===== src/rtl/branch_decode_unit_if.sv =====
// Fetch-side and execute-side handshake signals of the branch/decode stage.
// The slave modport is the decode unit itself; master is the surrounding pipeline.
interface branch_decode_unit_if;
   logic        instr_valid;
   logic [31:0] instr;
   logic [31:0] instr_pc;
   logic        instr_ready;
   logic        pc_source;
   logic [31:0] branch_target;
   logic        ex_valid;
   logic        ex_ready;
   logic [1:0]  ex_op;
   logic [31:0] ex_a;
   logic [31:0] ex_imm;
   logic [4:0]  ex_dst;

   modport master (
      output instr_valid, instr, instr_pc, ex_ready,
      input  instr_ready, pc_source, branch_target,
      input  ex_valid, ex_op, ex_a, ex_imm, ex_dst
   );

   modport slave (
      input  instr_valid, instr, instr_pc, ex_ready,
      output instr_ready, pc_source, branch_target,
      output ex_valid, ex_op, ex_a, ex_imm, ex_dst
   );
endinterface


===== src/rtl/branch_decode_unit.sv =====
// Decode/branch-resolve stage: latches an instruction, reads rs/rt, resolves branches and
// jumps back into fetch, and hands arithmetic ops to execute over a valid/ready handshake.
module branch_decode_unit #(
   parameter int SQUASH_SLOTS = 1,
   parameter int LINK_REG     = 31
) (
   input  logic                 clock,
   input  logic                 reset,
   branch_decode_unit_if.slave  bus,
   output logic [4:0]           rf_rs_addr,
   output logic [4:0]           rf_rt_addr,
   input  logic [31:0]          rf_rs_data,
   input  logic [31:0]          rf_rt_data,
   output logic                 link_we,
   output logic [4:0]           link_addr,
   output logic [31:0]          link_data,
   output logic                 illegal
);
   typedef enum logic [2:0] {IDLE, READ, EVAL, ISSUE, REDIRECT} state_t;

   localparam logic [5:0] OP_BEQ  = 6'h08;
   localparam logic [5:0] OP_BNE  = 6'h09;
   localparam logic [5:0] OP_BGT  = 6'h0A;
   localparam logic [5:0] OP_BGE  = 6'h0B;
   localparam logic [5:0] OP_BLT  = 6'h0C;
   localparam logic [5:0] OP_BLE  = 6'h0D;
   localparam logic [5:0] OP_J    = 6'h0E;
   localparam logic [5:0] OP_IMUL = 6'h0F;
   localparam logic [5:0] OP_DIVI = 6'h10;
   localparam logic [5:0] OP_JAL  = 6'h11;
   localparam logic [5:0] OP_SRA  = 6'h12;

   state_t      state_reg;
   logic [2:0]  squash_cnt_reg;
   logic [31:0] ir_reg;
   logic [31:0] pc_reg;

   logic        instr_ready_reg;
   logic        pc_source_reg;
   logic [31:0] branch_target_reg;
   logic        ex_valid_reg;
   logic [1:0]  ex_op_reg;
   logic [31:0] ex_a_reg;
   logic [31:0] ex_imm_reg;
   logic [4:0]  ex_dst_reg;
   logic        link_we_reg;
   logic [4:0]  link_addr_reg;
   logic [31:0] link_data_reg;
   logic        illegal_reg;
   logic [4:0]  rf_rs_addr_reg;
   logic [4:0]  rf_rt_addr_reg;

   logic [5:0]  opcode;
   logic [31:0] imm_sext;
   logic [31:0] br_target;
   logic [31:0] jump_target;
   logic [5:0]  cmp_vec;
   logic [5:0]  br_hit;
   logic        branch_taken;

   assign opcode      = ir_reg[31:26];
   assign imm_sext    = {{16{ir_reg[15]}}, ir_reg[15:0]};
   assign br_target   = pc_reg + imm_sext;
   assign jump_target = {pc_reg[31:26], ir_reg[25:0]};

   // Bit i holds the condition of branch opcode OP_BEQ+i (beq, bne, bgt, bge, blt, ble).
   assign cmp_vec = {
      $signed(rf_rs_data) <= $signed(rf_rt_data),
      $signed(rf_rs_data) <  $signed(rf_rt_data),
      $signed(rf_rs_data) >= $signed(rf_rt_data),
      $signed(rf_rs_data) >  $signed(rf_rt_data),
      rf_rs_data != rf_rt_data,
      rf_rs_data == rf_rt_data
   };

   generate
      for (genvar gi = 0; gi < 6; gi++) begin : g_br
         assign br_hit[gi] = (opcode == (OP_BEQ + 6'(gi))) && cmp_vec[gi];
      end
   endgenerate

   assign branch_taken = |br_hit;

   always_ff @(posedge clock) begin
      if (reset) begin
         state_reg         <= IDLE;
         squash_cnt_reg    <= '0;
         ir_reg            <= '0;
         pc_reg            <= '0;
         instr_ready_reg   <= 1'b1;
         pc_source_reg     <= 1'b0;
         branch_target_reg <= '0;
         ex_valid_reg      <= 1'b0;
         ex_op_reg         <= '0;
         ex_a_reg          <= '0;
         ex_imm_reg        <= '0;
         ex_dst_reg        <= '0;
         link_we_reg       <= 1'b0;
         link_addr_reg     <= '0;
         link_data_reg     <= '0;
         illegal_reg       <= 1'b0;
         rf_rs_addr_reg    <= '0;
         rf_rt_addr_reg    <= '0;
      end else begin
         pc_source_reg <= 1'b0;
         link_we_reg   <= 1'b0;
         illegal_reg   <= 1'b0;

         case (state_reg)
            IDLE: begin
               // Wrong-path words after a redirect are consumed here, NOPs included.
               if (bus.instr_valid) begin
                  if (squash_cnt_reg != 3'd0) begin
                     squash_cnt_reg <= squash_cnt_reg - 3'd1;
                  end else if (bus.instr != 32'd0) begin
                     ir_reg          <= bus.instr;
                     pc_reg          <= bus.instr_pc;
                     rf_rs_addr_reg  <= bus.instr[25:21];
                     rf_rt_addr_reg  <= bus.instr[20:16];
                     instr_ready_reg <= 1'b0;
                     state_reg       <= READ;
                  end
               end
            end

            READ: state_reg <= EVAL;

            EVAL: begin
               branch_target_reg <= ((opcode == OP_J) || (opcode == OP_JAL)) ? jump_target : br_target;
               case (opcode)
                  OP_BEQ, OP_BNE, OP_BGT, OP_BGE, OP_BLT, OP_BLE: begin
                     if (branch_taken) begin
                        pc_source_reg <= 1'b1;
                        state_reg     <= REDIRECT;
                     end else begin
                        instr_ready_reg <= 1'b1;
                        state_reg       <= IDLE;
                     end
                  end
                  OP_J: begin
                     pc_source_reg <= 1'b1;
                     state_reg     <= REDIRECT;
                  end
                  OP_JAL: begin
                     pc_source_reg <= 1'b1;
                     link_we_reg   <= 1'b1;
                     link_addr_reg <= 5'(LINK_REG);
                     link_data_reg <= pc_reg + 32'd1;
                     state_reg     <= REDIRECT;
                  end
                  OP_IMUL, OP_DIVI, OP_SRA: begin
                     ex_valid_reg <= 1'b1;
                     ex_op_reg    <= (opcode == OP_IMUL) ? 2'b00 :
                                     (opcode == OP_DIVI) ? 2'b01 : 2'b10;
                     ex_a_reg     <= rf_rs_data;
                     ex_imm_reg   <= imm_sext;
                     ex_dst_reg   <= ir_reg[20:16];
                     state_reg    <= ISSUE;
                  end
                  default: begin
                     // Opcode 0 with non-zero operand bits is treated as a harmless no-op.
                     illegal_reg     <= (opcode != 6'd0);
                     instr_ready_reg <= 1'b1;
                     state_reg       <= IDLE;
                  end
               endcase
            end

            ISSUE: begin
               if (bus.ex_ready) begin
                  ex_valid_reg    <= 1'b0;
                  instr_ready_reg <= 1'b1;
                  state_reg       <= IDLE;
               end
            end

            REDIRECT: begin
               squash_cnt_reg  <= 3'(SQUASH_SLOTS);
               instr_ready_reg <= 1'b1;
               state_reg       <= IDLE;
            end

            default: begin
               instr_ready_reg <= 1'b1;
               state_reg       <= IDLE;
            end
         endcase
      end
   end

   assign bus.instr_ready   = instr_ready_reg;
   assign bus.pc_source     = pc_source_reg;
   assign bus.branch_target = branch_target_reg;
   assign bus.ex_valid      = ex_valid_reg;
   assign bus.ex_op         = ex_op_reg;
   assign bus.ex_a          = ex_a_reg;
   assign bus.ex_imm        = ex_imm_reg;
   assign bus.ex_dst        = ex_dst_reg;
   assign link_we           = link_we_reg;
   assign link_addr         = link_addr_reg;
   assign link_data         = link_data_reg;
   assign illegal           = illegal_reg;
   assign rf_rs_addr        = rf_rs_addr_reg;
   assign rf_rt_addr        = rf_rt_addr_reg;
endmodule


===== src/flat_wrapper.sv =====
// flat-port wrapper written by rule: the top's interface ports become plain ports
module branch_decode_unit_flat 
#(
   parameter int SQUASH_SLOTS = 1,
   parameter int LINK_REG     = 31
)
  (clock, reset, rf_rs_addr, rf_rt_addr, rf_rs_data, rf_rt_data, link_we, link_addr, link_data, illegal, bus_instr_valid, bus_instr, bus_instr_pc, bus_ex_ready, bus_instr_ready, bus_pc_source, bus_branch_target, bus_ex_valid, bus_ex_op, bus_ex_a, bus_ex_imm, bus_ex_dst);
  branch_decode_unit_if bus_i ();
  input  logic clock;
  input  logic reset;
  output logic [4:0] rf_rs_addr;
  output logic [4:0] rf_rt_addr;
  input  logic [31:0] rf_rs_data;
  input  logic [31:0] rf_rt_data;
  output logic link_we;
  output logic [4:0] link_addr;
  output logic [31:0] link_data;
  output logic illegal;
  input wire logic [$bits(bus_i.instr_valid)-1:0] bus_instr_valid;
  input wire logic [$bits(bus_i.instr)-1:0] bus_instr;
  input wire logic [$bits(bus_i.instr_pc)-1:0] bus_instr_pc;
  input wire logic [$bits(bus_i.ex_ready)-1:0] bus_ex_ready;
  output wire logic [$bits(bus_i.instr_ready)-1:0] bus_instr_ready;
  output wire logic [$bits(bus_i.pc_source)-1:0] bus_pc_source;
  output wire logic [$bits(bus_i.branch_target)-1:0] bus_branch_target;
  output wire logic [$bits(bus_i.ex_valid)-1:0] bus_ex_valid;
  output wire logic [$bits(bus_i.ex_op)-1:0] bus_ex_op;
  output wire logic [$bits(bus_i.ex_a)-1:0] bus_ex_a;
  output wire logic [$bits(bus_i.ex_imm)-1:0] bus_ex_imm;
  output wire logic [$bits(bus_i.ex_dst)-1:0] bus_ex_dst;
  assign bus_i.instr_valid = bus_instr_valid;
  assign bus_i.instr = bus_instr;
  assign bus_i.instr_pc = bus_instr_pc;
  assign bus_i.ex_ready = bus_ex_ready;
  assign bus_instr_ready = bus_i.instr_ready;
  assign bus_pc_source = bus_i.pc_source;
  assign bus_branch_target = bus_i.branch_target;
  assign bus_ex_valid = bus_i.ex_valid;
  assign bus_ex_op = bus_i.ex_op;
  assign bus_ex_a = bus_i.ex_a;
  assign bus_ex_imm = bus_i.ex_imm;
  assign bus_ex_dst = bus_i.ex_dst;
  branch_decode_unit #(.SQUASH_SLOTS(SQUASH_SLOTS), .LINK_REG(LINK_REG)) u_core (.clock(clock), .reset(reset), .bus(bus_i), .rf_rs_addr(rf_rs_addr), .rf_rt_addr(rf_rt_addr), .rf_rs_data(rf_rs_data), .rf_rt_data(rf_rt_data), .link_we(link_we), .link_addr(link_addr), .link_data(link_data), .illegal(illegal));
endmodule

===== config.mk =====
export PLATFORM = sky130hd
export DESIGN_NAME = branch_decode_unit_flat
export DESIGN_NICKNAME = d
export VERILOG_FILES = /design/src/rtl/branch_decode_unit_if.sv /design/src/rtl/branch_decode_unit.sv /design/src/flat_wrapper.sv
export SDC_FILE = /design/constraint.sdc
export NUM_CORES = 1
export LEC_CHECK = 0
export CORE_ASPECT_RATIO = 1.4
export CORE_MARGIN = 1
export CORE_UTILIZATION = 45
export CTS_CLUSTER_DIAMETER = 80
export DETAILED_ROUTE_END_ITERATION = 7
export PLACE_DENSITY = 0.75
export SETUP_SLACK_MARGIN = 0.4
export SYNTH_ARGS = -nofsm -noshare
export SYNTH_HDL_FRONTEND = slang
export SYNTH_SLANG_ARGS = --single-unit
export TNS_END_PERCENT = 100

===== constraint.sdc =====
create_clock -name clock -period 5.4 [get_ports clock]
set_input_delay 1.08 -clock clock [delete_from_list [all_inputs] [get_ports clock]]
set_output_delay 1.08 -clock clock [all_outputs]
set_load 0.02 [all_outputs]

[Word level (Yosys, flattened, before mapping)]
Cells that the tools add are included.
Cells by class
  $add $sub $neg: 3
  $lt $le $gt $ge: 4
  equality and inequality tests: 25
  muxes and demuxes: 26
  bitwise gates (word level): 3
  reduce and logical (&&, ||, !) cells: 27
Operator list (number)
  == test 6 x 4 -> 1 bit (second input constant): 8
  adder 32 x 1 -> 32 bit (second input constant): 1
  adder 32 bit: 1
  == test 32 bit: 1
  greater-or-equal comparator 32 bit: 1
  > comparator 32 bit: 1
  less-or-equal comparator 32 bit: 1
  less-than comparator 32 bit: 1
  2-to-1 mux 32 bit: 1
  != test 32 bit: 1
  nonzero test 32 bit: 1
  2-to-1 mux 3 bit: 7
  == test 6 x 5 -> 1 bit (second input constant): 3
  OR reduction 13 bit: 1
  case mux 3 bit (4 select lines): 1
  OR reduction 6 bit: 2
  2-to-1 mux 1 bit: 9
  case mux 3 bit (3 select lines): 1
  != test 2 bit (second input constant): 4
  AND reduction 4 bit: 2
  AND reduction 7 bit: 1
  == test 3 x 2 -> 1 bit (second input constant): 2
  logical AND 1 bit: 6
  != test 2 x 1 -> 1 bit (second input constant): 3
  19 further kinds: 28
Word-level totals
  register bits: 205
  output and inout bits: 155

[Longest topological paths before layout]
Gate-level depths: netlist of run 1.
  depth in word-level cells: 6
  mapped depth: 12
  mapped depth without buffers: 12

[Worst setup path before layout of run 1]
No wires, ideal clock.
  path type: input port to flip-flop
  from: input port rf_rt_data[17]
  to: register u_core.instr_ready_reg (netlist: u_core.bus.instr_ready)
  data arrival time: 3.130 ns
  slack: 2.195 ns
  cell stages on the path: 11
  buffers on the path: 0
  cell sequence: inv_1 > ha_1 > a21oi_1 > o21ai_0 > a2111oi_0 > a31oi_1 > o31ai_1 > mux2i_1 > a31oi_1 > or4_1 > a31oi_1
On the way
  word-level cells in the longest chain between the ends: 5
  elaborated cells between the ends (all ways): 15
Ends and longest elaborated chain
  from (decl): line flat_wrapper.sv:14  | input logic [31:0] rf_rt_data;
  > comparator 32 bit (tied with other cells): line branch_decode_unit.sv:71  | $signed(rf_rs_data) > $signed(rf_rt_data),
  logical AND 1 bit: line branch_decode_unit.sv:78  | assign br_hit[gi] = (opcode == (OP_BEQ + 6'(gi))) && cmp_vec[gi];
  OR reduction 6 bit (*): line branch_decode_unit.sv:82  | assign branch_taken = |br_hit;
  != test 3 bit (no line) (*)
  AND reduction 7 bit (no line) (*)
  to (signal assigned): line branch_decode_unit.sv:90  | instr_ready_reg <= 1'b1;
  to (signal assigned): line branch_decode_unit.sv:120  | instr_ready_reg <= 1'b0;
  to (signal assigned): line branch_decode_unit.sv:136  | instr_ready_reg <= 1'b1;
  to (decl): line branch_decode_unit.sv:38  | logic instr_ready_reg;
Every way passes the cells marked *; elsewhere a longest branch is shown, timed or not.
A chain may end at the register's enable or synchronous reset.

[Worst setup path in the final report of run 1]
Ends and elaborated chain as after synthesis.

==> results of run 1 <==
[layout make-up]
type                    count  share of cell area
clock buffers              19              0.0312
clock inverters            12              0.0112
inverters                  45              0.0122
multi-input cells        1021               0.423
flip-flops and latches    195               0.281
well taps                 301              0.0271
repair buffers            297               0.214
[path summary, 6_finish.rpt]
kind / startpoint / slack, ns / end / cells past startpoint
setup / recovery: rf_rt_data[17] / 1.81 / u_core.bus.instr_ready / 12
hold / removal: u_core.bus.ex_a[17] / 0.45 / u_core.bus.ex_a[17] / 2
setup reg to reg: u_core.ir_reg[15] / 2.09 / u_core.bus.branch_target[28] / 10
hold reg to reg: u_core.bus.ex_a[17] / 0.45 / u_core.bus.ex_a[17] / 2
[per-stage QoR]
step | std cells | hold slack (ns)
after detailed placement | 1859 | 0.446
after global placement | 1859 | 0.441
after floorplan | 1364 | 0.450
after global routing | 1890 | 0.469
after CTS | 1890 | 0.455
final | 1890 | 0.453
[routing by layer]
| metal | GRT usage | vias to the layer above | wire length [um] |
|---|---|---|---|
| li1 | - | 5117 | - |
| met1 | 0.295 | 4779 | 12300 |
| met2 | 0.486 | 383 | 16300 |
| met3 | 0.0727 | 68 | 2340 |
| met4 | 0.137 | 2 | 1460 |
| met5 | 0 | - | 11 |
[cells by family (layout without fill, tap and decap cells)]
group | Yosys count | count (layout) | share of synthesized area
buf+inv | 148 | 373 | 0.0691
mux | 4 | 4 | 0.00395
xor+xnor | 48 | 48 | 0.0402
compound gates | 334 | 334 | 0.198
flops | 195 | 195 | 0.373
simple gates | 568 | 568 | 0.235
fa+ha+maj | 67 | 67 | 0.0808
[tightest hold or removal path, cell delays in order (launching register included)]
cell and delay, ns:
dfxtp_1 0.31, nand2_1 0.05, a21oi_1 0.05
[power by group through the flow]
stage | clock (mW) | combinational [mW] | sequential (mW)
floorplan | 0 | 1.09 | 1.84
global placement | 0 | 1.57 | 1.91
detailed placement | 0 | 1.60 | 1.91
CTS | 1.32 | 1.61 | 1.88
global route | 1.38 | 1.79 | 1.90
finish | 1.30 | 1.61 | 1.88
[cell usage after synthesis, types with 4 or more instances]
cell and instances:
a211oi_1 47, a21o_1 11, a21oi_1 177, a2bb2oi_1 4
a311oi_1 15, a31oi_1 6, and3_1 14, buf_4 30
clkbuf_1 63, clkbuf_8 4, dfxtp_1 195, ha_1 66
inv_1 45, nand2_1 323, nand2b_1 8, nand3_1 29
nand4_1 14, nor2_1 104, nor2b_1 9, nor3_1 26
nor4_1 13, o211ai_1 7, o21a_1 8, o21ai_0 28
or3_1 5, xnor2_1 21, xor2_1 27
==> flow_summary.json, run 1 <==
{
  "pre_cts_ws_ns": 1.38,
  "ant_nets": 0,
  "clock_power_share": 0.272,
  "syn_area_sq_um": 10500,
  "power.switching_mw": 1.76,
  "final_common_cell": "nand2_1",
  "switching_share": 0.368,
  "vias": 10300,
  "grt_start_max_net_pins": 105,
  "clkLatencyLatePin_ns": 0.44,
  "multi_input_area_sq_um": 5870,
  "synth_top_area_cell": "dfxtp_1",
  "dp.final_hpwl_um": 24400,
  "io_pins": 287,
  "rows": 65,
  "route.detailed.drc": 0,
  "synth_edf_count": 0,
  "rsz0062_at_grt": "false",
  "finalPower_mw": 4.79,
  "finalCritPeriodShare": 0.665,
  "ys_types": 68,
  "hp-class": "reg -> reg",
  "cts_max_level": 4,
  "antenna_found_initial": 1,
  "p_leak_nw": 5.13,
  "cts_resized": 0,
  "design_area_sq_um": 13900,
  "holdBufCountCts": 0,
  "yosysSeqAreaShare": 0.373,
  "worstPathRequired_ns": 5.76,
  "clockBufferDepth": 2,
  "worstSetupStartpointType": "input port",
  "grt_util_all_layers": 0.275,
  "cts_setup_buffers": 0,
  "crit_fanout": 2,
  "drtIter0Drc": 621,
  "coreArea_sq_um": 22700,
  "cts.clk_slew.worst_paths_ns": 0.07,
  "synth-seq-cells": 195,
  "grt_pass1_wl_um": 50300,
  "nets": 1776,
  "yosysWarnings": 0,
  "finalSetupViolCount": 0,
  "avgSynthCellArea_sq_um": 7.67,
  "final_cell_mix": "nand2_1, clkdlybuf4s50_1, dfxtp_1",
  "syn2layout_area_growth_pct": 32.7,
  "maxCapViolations": 0,
  "async_flop_share": 0,
  "crit_path_end_kind": "flip-flop",
  "p_int_mw": 3.03,
  "worstPathCellList": "clkdlybuf4s50_1 > inv_1 > ha_1 > a21oi_1 > o21ai_0 > a2111oi_0 > a31oi_1 > o31ai_1 > mux2i_1 > a31oi_1 > or4_1 > a31oi_1",
  "crit_buf_inv": 2,
  "port_buffers": 286,
  "dieArea_sq_um": 23900,
  "gr-total-overflow": 0,
  "numCtsBuffers": 17,
  "fp.dieH_um": 182,
  "dr.pass1.iters": 5,
  "wl_per_cell_um": 17.1,
  "die_w_um": 131,
  "outcome": "complete, no violations",
  "period_minus_slack_ns": 3.59,
  "cts_root_buf": "clkbuf_16",
  "cts_tree": "done",
  "synthFlopType": "dfxtp_1",
  "combPwrFrac": 0.336,
  "worstMarginPinSlew_ns": 1.09,
  "fin_util": 0.612,
  "ff_latch_area_sq_um": 3900,
  "fin_setup_tns_ns": 0,
  "cp_top_family": "compound AO/OA/AOI/OAI gates",
  "syn-num-nets": 1563,
  "ir_drop_uv": 239,
  "postPlaceCellArea_sq_um": 13300,
  "gp_congestion": 0.904,
  "critPathSlowestCell": "clkdlybuf4s50_1",
  "slew_violations": 0,
  "criticalPathCategory": "in -> reg",
  "crit_arrival_ns": 3.96,
  "maxSlewHeadroom": 0.270,
  "synthCells": 1364,
  "finalWirelength_um": 32300,
  "synth_area_leaders": "dfxtp_1, nand2_1, a21oi_1, ha_1, nor2_1",
  "synth_top_area_share": 0.373,
  "start_util": 0.461,
  "skew_ns": 0.00755,
  "finalWorstSetupSlack_ns": 1.81,
  "drive_gt1_frac": 0.0409,
  "hold_viol_final": 0,
  "clock-sinks": 195,
  "fillers": 2064,
  "powerDensity_nw_per_um2": 345,
  "max_stage_delay_ns": 0.45,
  "grt_pass1_vias": 9847,
  "viasPerCell": 5.48,
  "diodes": 0,
  "path_common_cell": "a31oi_1",
  "seq_power_share": 0.393,
  "fmax_mhz": 278
}
Note: power is estimated with default switching activity, not from simulation.
==> run 2: changes to the inputs <==
Clock period 5.4 ns to 3.7 ns, I/O delays scaled along.
==> flow_summary.json, run 2 (same netlist as run 1, synthesis figures left out) <==
{
  "period_minus_slack_ns": 3.17,
  "power.switching_mw": 2.61,
  "cts_resized": 0,
  "ant_nets": 0,
  "rr_startpoint": "u_core.ir_reg[0]",
  "hold_viol_final": 0,
  "numCtsBuffers": 17,
  "antenna_found_initial": 1,
  "cts_tree": "done",
  "die_w_um": 131,
  "port_buffers": 286,
  "cts_root_buf": "clkbuf_16",
  "maxSlewHeadroom": 0.598,
  "fin_util": 0.616,
  "design_area_sq_um": 14000,
  "dieArea_sq_um": 23900,
  "fillers": 2005,
  "pre_cts_ws_ns": 0.0652,
  "fp.dieH_um": 182,
  "gr-total-overflow": 0,
  "worstPathRequired_ns": 4.03,
  "rows": 65,
  "clockBufferDepth": 2,
  "clock_power_share": 0.265,
  "clock-sinks": 195,
  "nets": 1788,
  "coreArea_sq_um": 22700,
  "slew_violations": 0,
  "drive_gt1_frac": 0.0506,
  "skew_ns": 0.00800,
  "multi_input_area_sq_um": 5890,
  "ff2ff_setup_slack_ns": 0.53,
  "crit_fanout": 4,
  "fin_hold_ws_ns": 0.455,
  "dp.cells": 1871,
  "crit_arrival_ns": 3.50,
  "grt_start_max_net_pins": 92,
  "final_cell_mix": "nand2_1, clkdlybuf4s50_1, dfxtp_1",
  "grt_util_all_layers": 0.278,
  "start_util": 0.461,
  "cp-startpoint": "u_core.ir_reg[0]",
  "cp-endpoint": "u_core.bus.branch_target[30]",
  "finalCritPeriodShare": 0.856,
  "finalSetupViolCount": 0,
  "gp_congestion": 0.923,
  "ff_latch_area_sq_um": 3900,
  "hp-class": "reg -> reg",
  "final_common_cell": "nand2_1",
  "route.detailed.drc": 0,
  "worstSetupStartpointType": "flip-flop",
  "crit_path_end_kind": "flip-flop",
  "ir_drop_uv": 418,
  "wl_per_cell_um": 17.3,
  "postPlaceCellArea_sq_um": 13400,
  "vias": 10500,
  "finalWorstSetupSlack_ns": 0.531,
  "finalWirelength_um": 32800,
  "clkLatencyLatePin_ns": 0.45,
  "fin_setup_tns_ns": 0,
  "r2r_end": "u_core.bus.branch_target[30]",
  "p_leak_nw": 5.20,
  "powerDensity_nw_per_um2": 502,
  "syn2layout_area_growth_pct": 33.7,
  "dp.final_hpwl_um": 25000,
  "combPwrFrac": 0.346,
  "drtIter0Drc": 559,
  "worstMarginPinSlew_ns": 0.602,
  "finalPower_mw": 7.02,
  "grt_pass1_wl_um": 51000,
  "cts_max_level": 4,
  "switching_share": 0.372,
  "viasPerCell": 5.50,
  "maxCapViolations": 0,
  "fin_cells": 1903,
  "seq_power_share": 0.389,
  "diodes": 0,
  "holdBufCountCts": 0,
  "grt_pass1_vias": 9842,
  "cts.clk_slew.worst_paths_ns": 0.07,
  "io_pins": 287,
  "reg2regPathDepth": 12,
  "criticalPathCategory": "reg -> reg",
  "p_int_mw": 4.41,
  "outcome": "complete, no violations",
  "rsz0062_at_grt": "true",
  "fmax_mhz": 316,
  "dr.pass1.iters": 7,
  "cts_setup_buffers": 0
}
## run 2: final cells by class
class,instances,area share
Inverter,45,0.0121
Sequential cell,195,0.279
Clock inverter,12,0.00913
Tap cell,301,0.0269
Timing Repair Buffer,309,0.220
Multi-Input combinational cell,1021,0.421
Clock buffer,20,0.0319
## run 2: layer usage
layer / routed length, um / GRT usage
met1: 12400 / 0.304
met2: 16600 / 0.486
met3: 2240 / 0.0736
met4: 1610 / 0.144
met5: 13 / 0
## run 2: power by group through the flow
stage	Clock, mW	Combinational, mW	Sequential [mW]
final	1.86	2.43	2.73
after global routing	1.98	2.68	2.76
after CTS	1.89	2.42	2.72
after detailed placement	0	2.41	2.77
after global placement	0	2.36	2.77
after floorplan	0	1.58	2.69
## run 2: critical path, stage by stage, from the launching register on
cell and delay, ns:
dfxtp_1 0.41, ha_1 0.20, inv_1 0.06, fa_1 0.37, nor2b_1 0.23, o211ai_2 0.14
a211oi_1 0.39, o21ai_2 0.11, a211oi_2 0.35, o41a_1 0.27, or3_4 0.18, a2111oi_2 0.06
a311o_1 0.28
## run 2: how the worst min path moves through the flow
stage                                end  slack, ns                 start  cells after the start
floorplan              u_core.ir_reg[24]       0.45     u_core.ir_reg[24]                      2
global placement     u_core.bus.ex_a[11]       0.44   u_core.bus.ex_a[11]                      2
detailed placement   u_core.bus.ex_a[17]       0.45   u_core.bus.ex_a[17]                      2
CTS                  u_core.bus.ex_a[17]       0.46   u_core.bus.ex_a[17]                      2
global route        u_core.bus.ex_dst[3]       0.47  u_core.bus.ex_dst[3]                      2
finish               u_core.bus.ex_a[17]       0.46   u_core.bus.ex_a[17]                      2
==> run 3: changes to the inputs <==
Settings changed: SLEW_MARGIN from default to 20.
==> results of run 3 <==
Same layout as run 2: the final DEF is identical, and so are final timing and power.
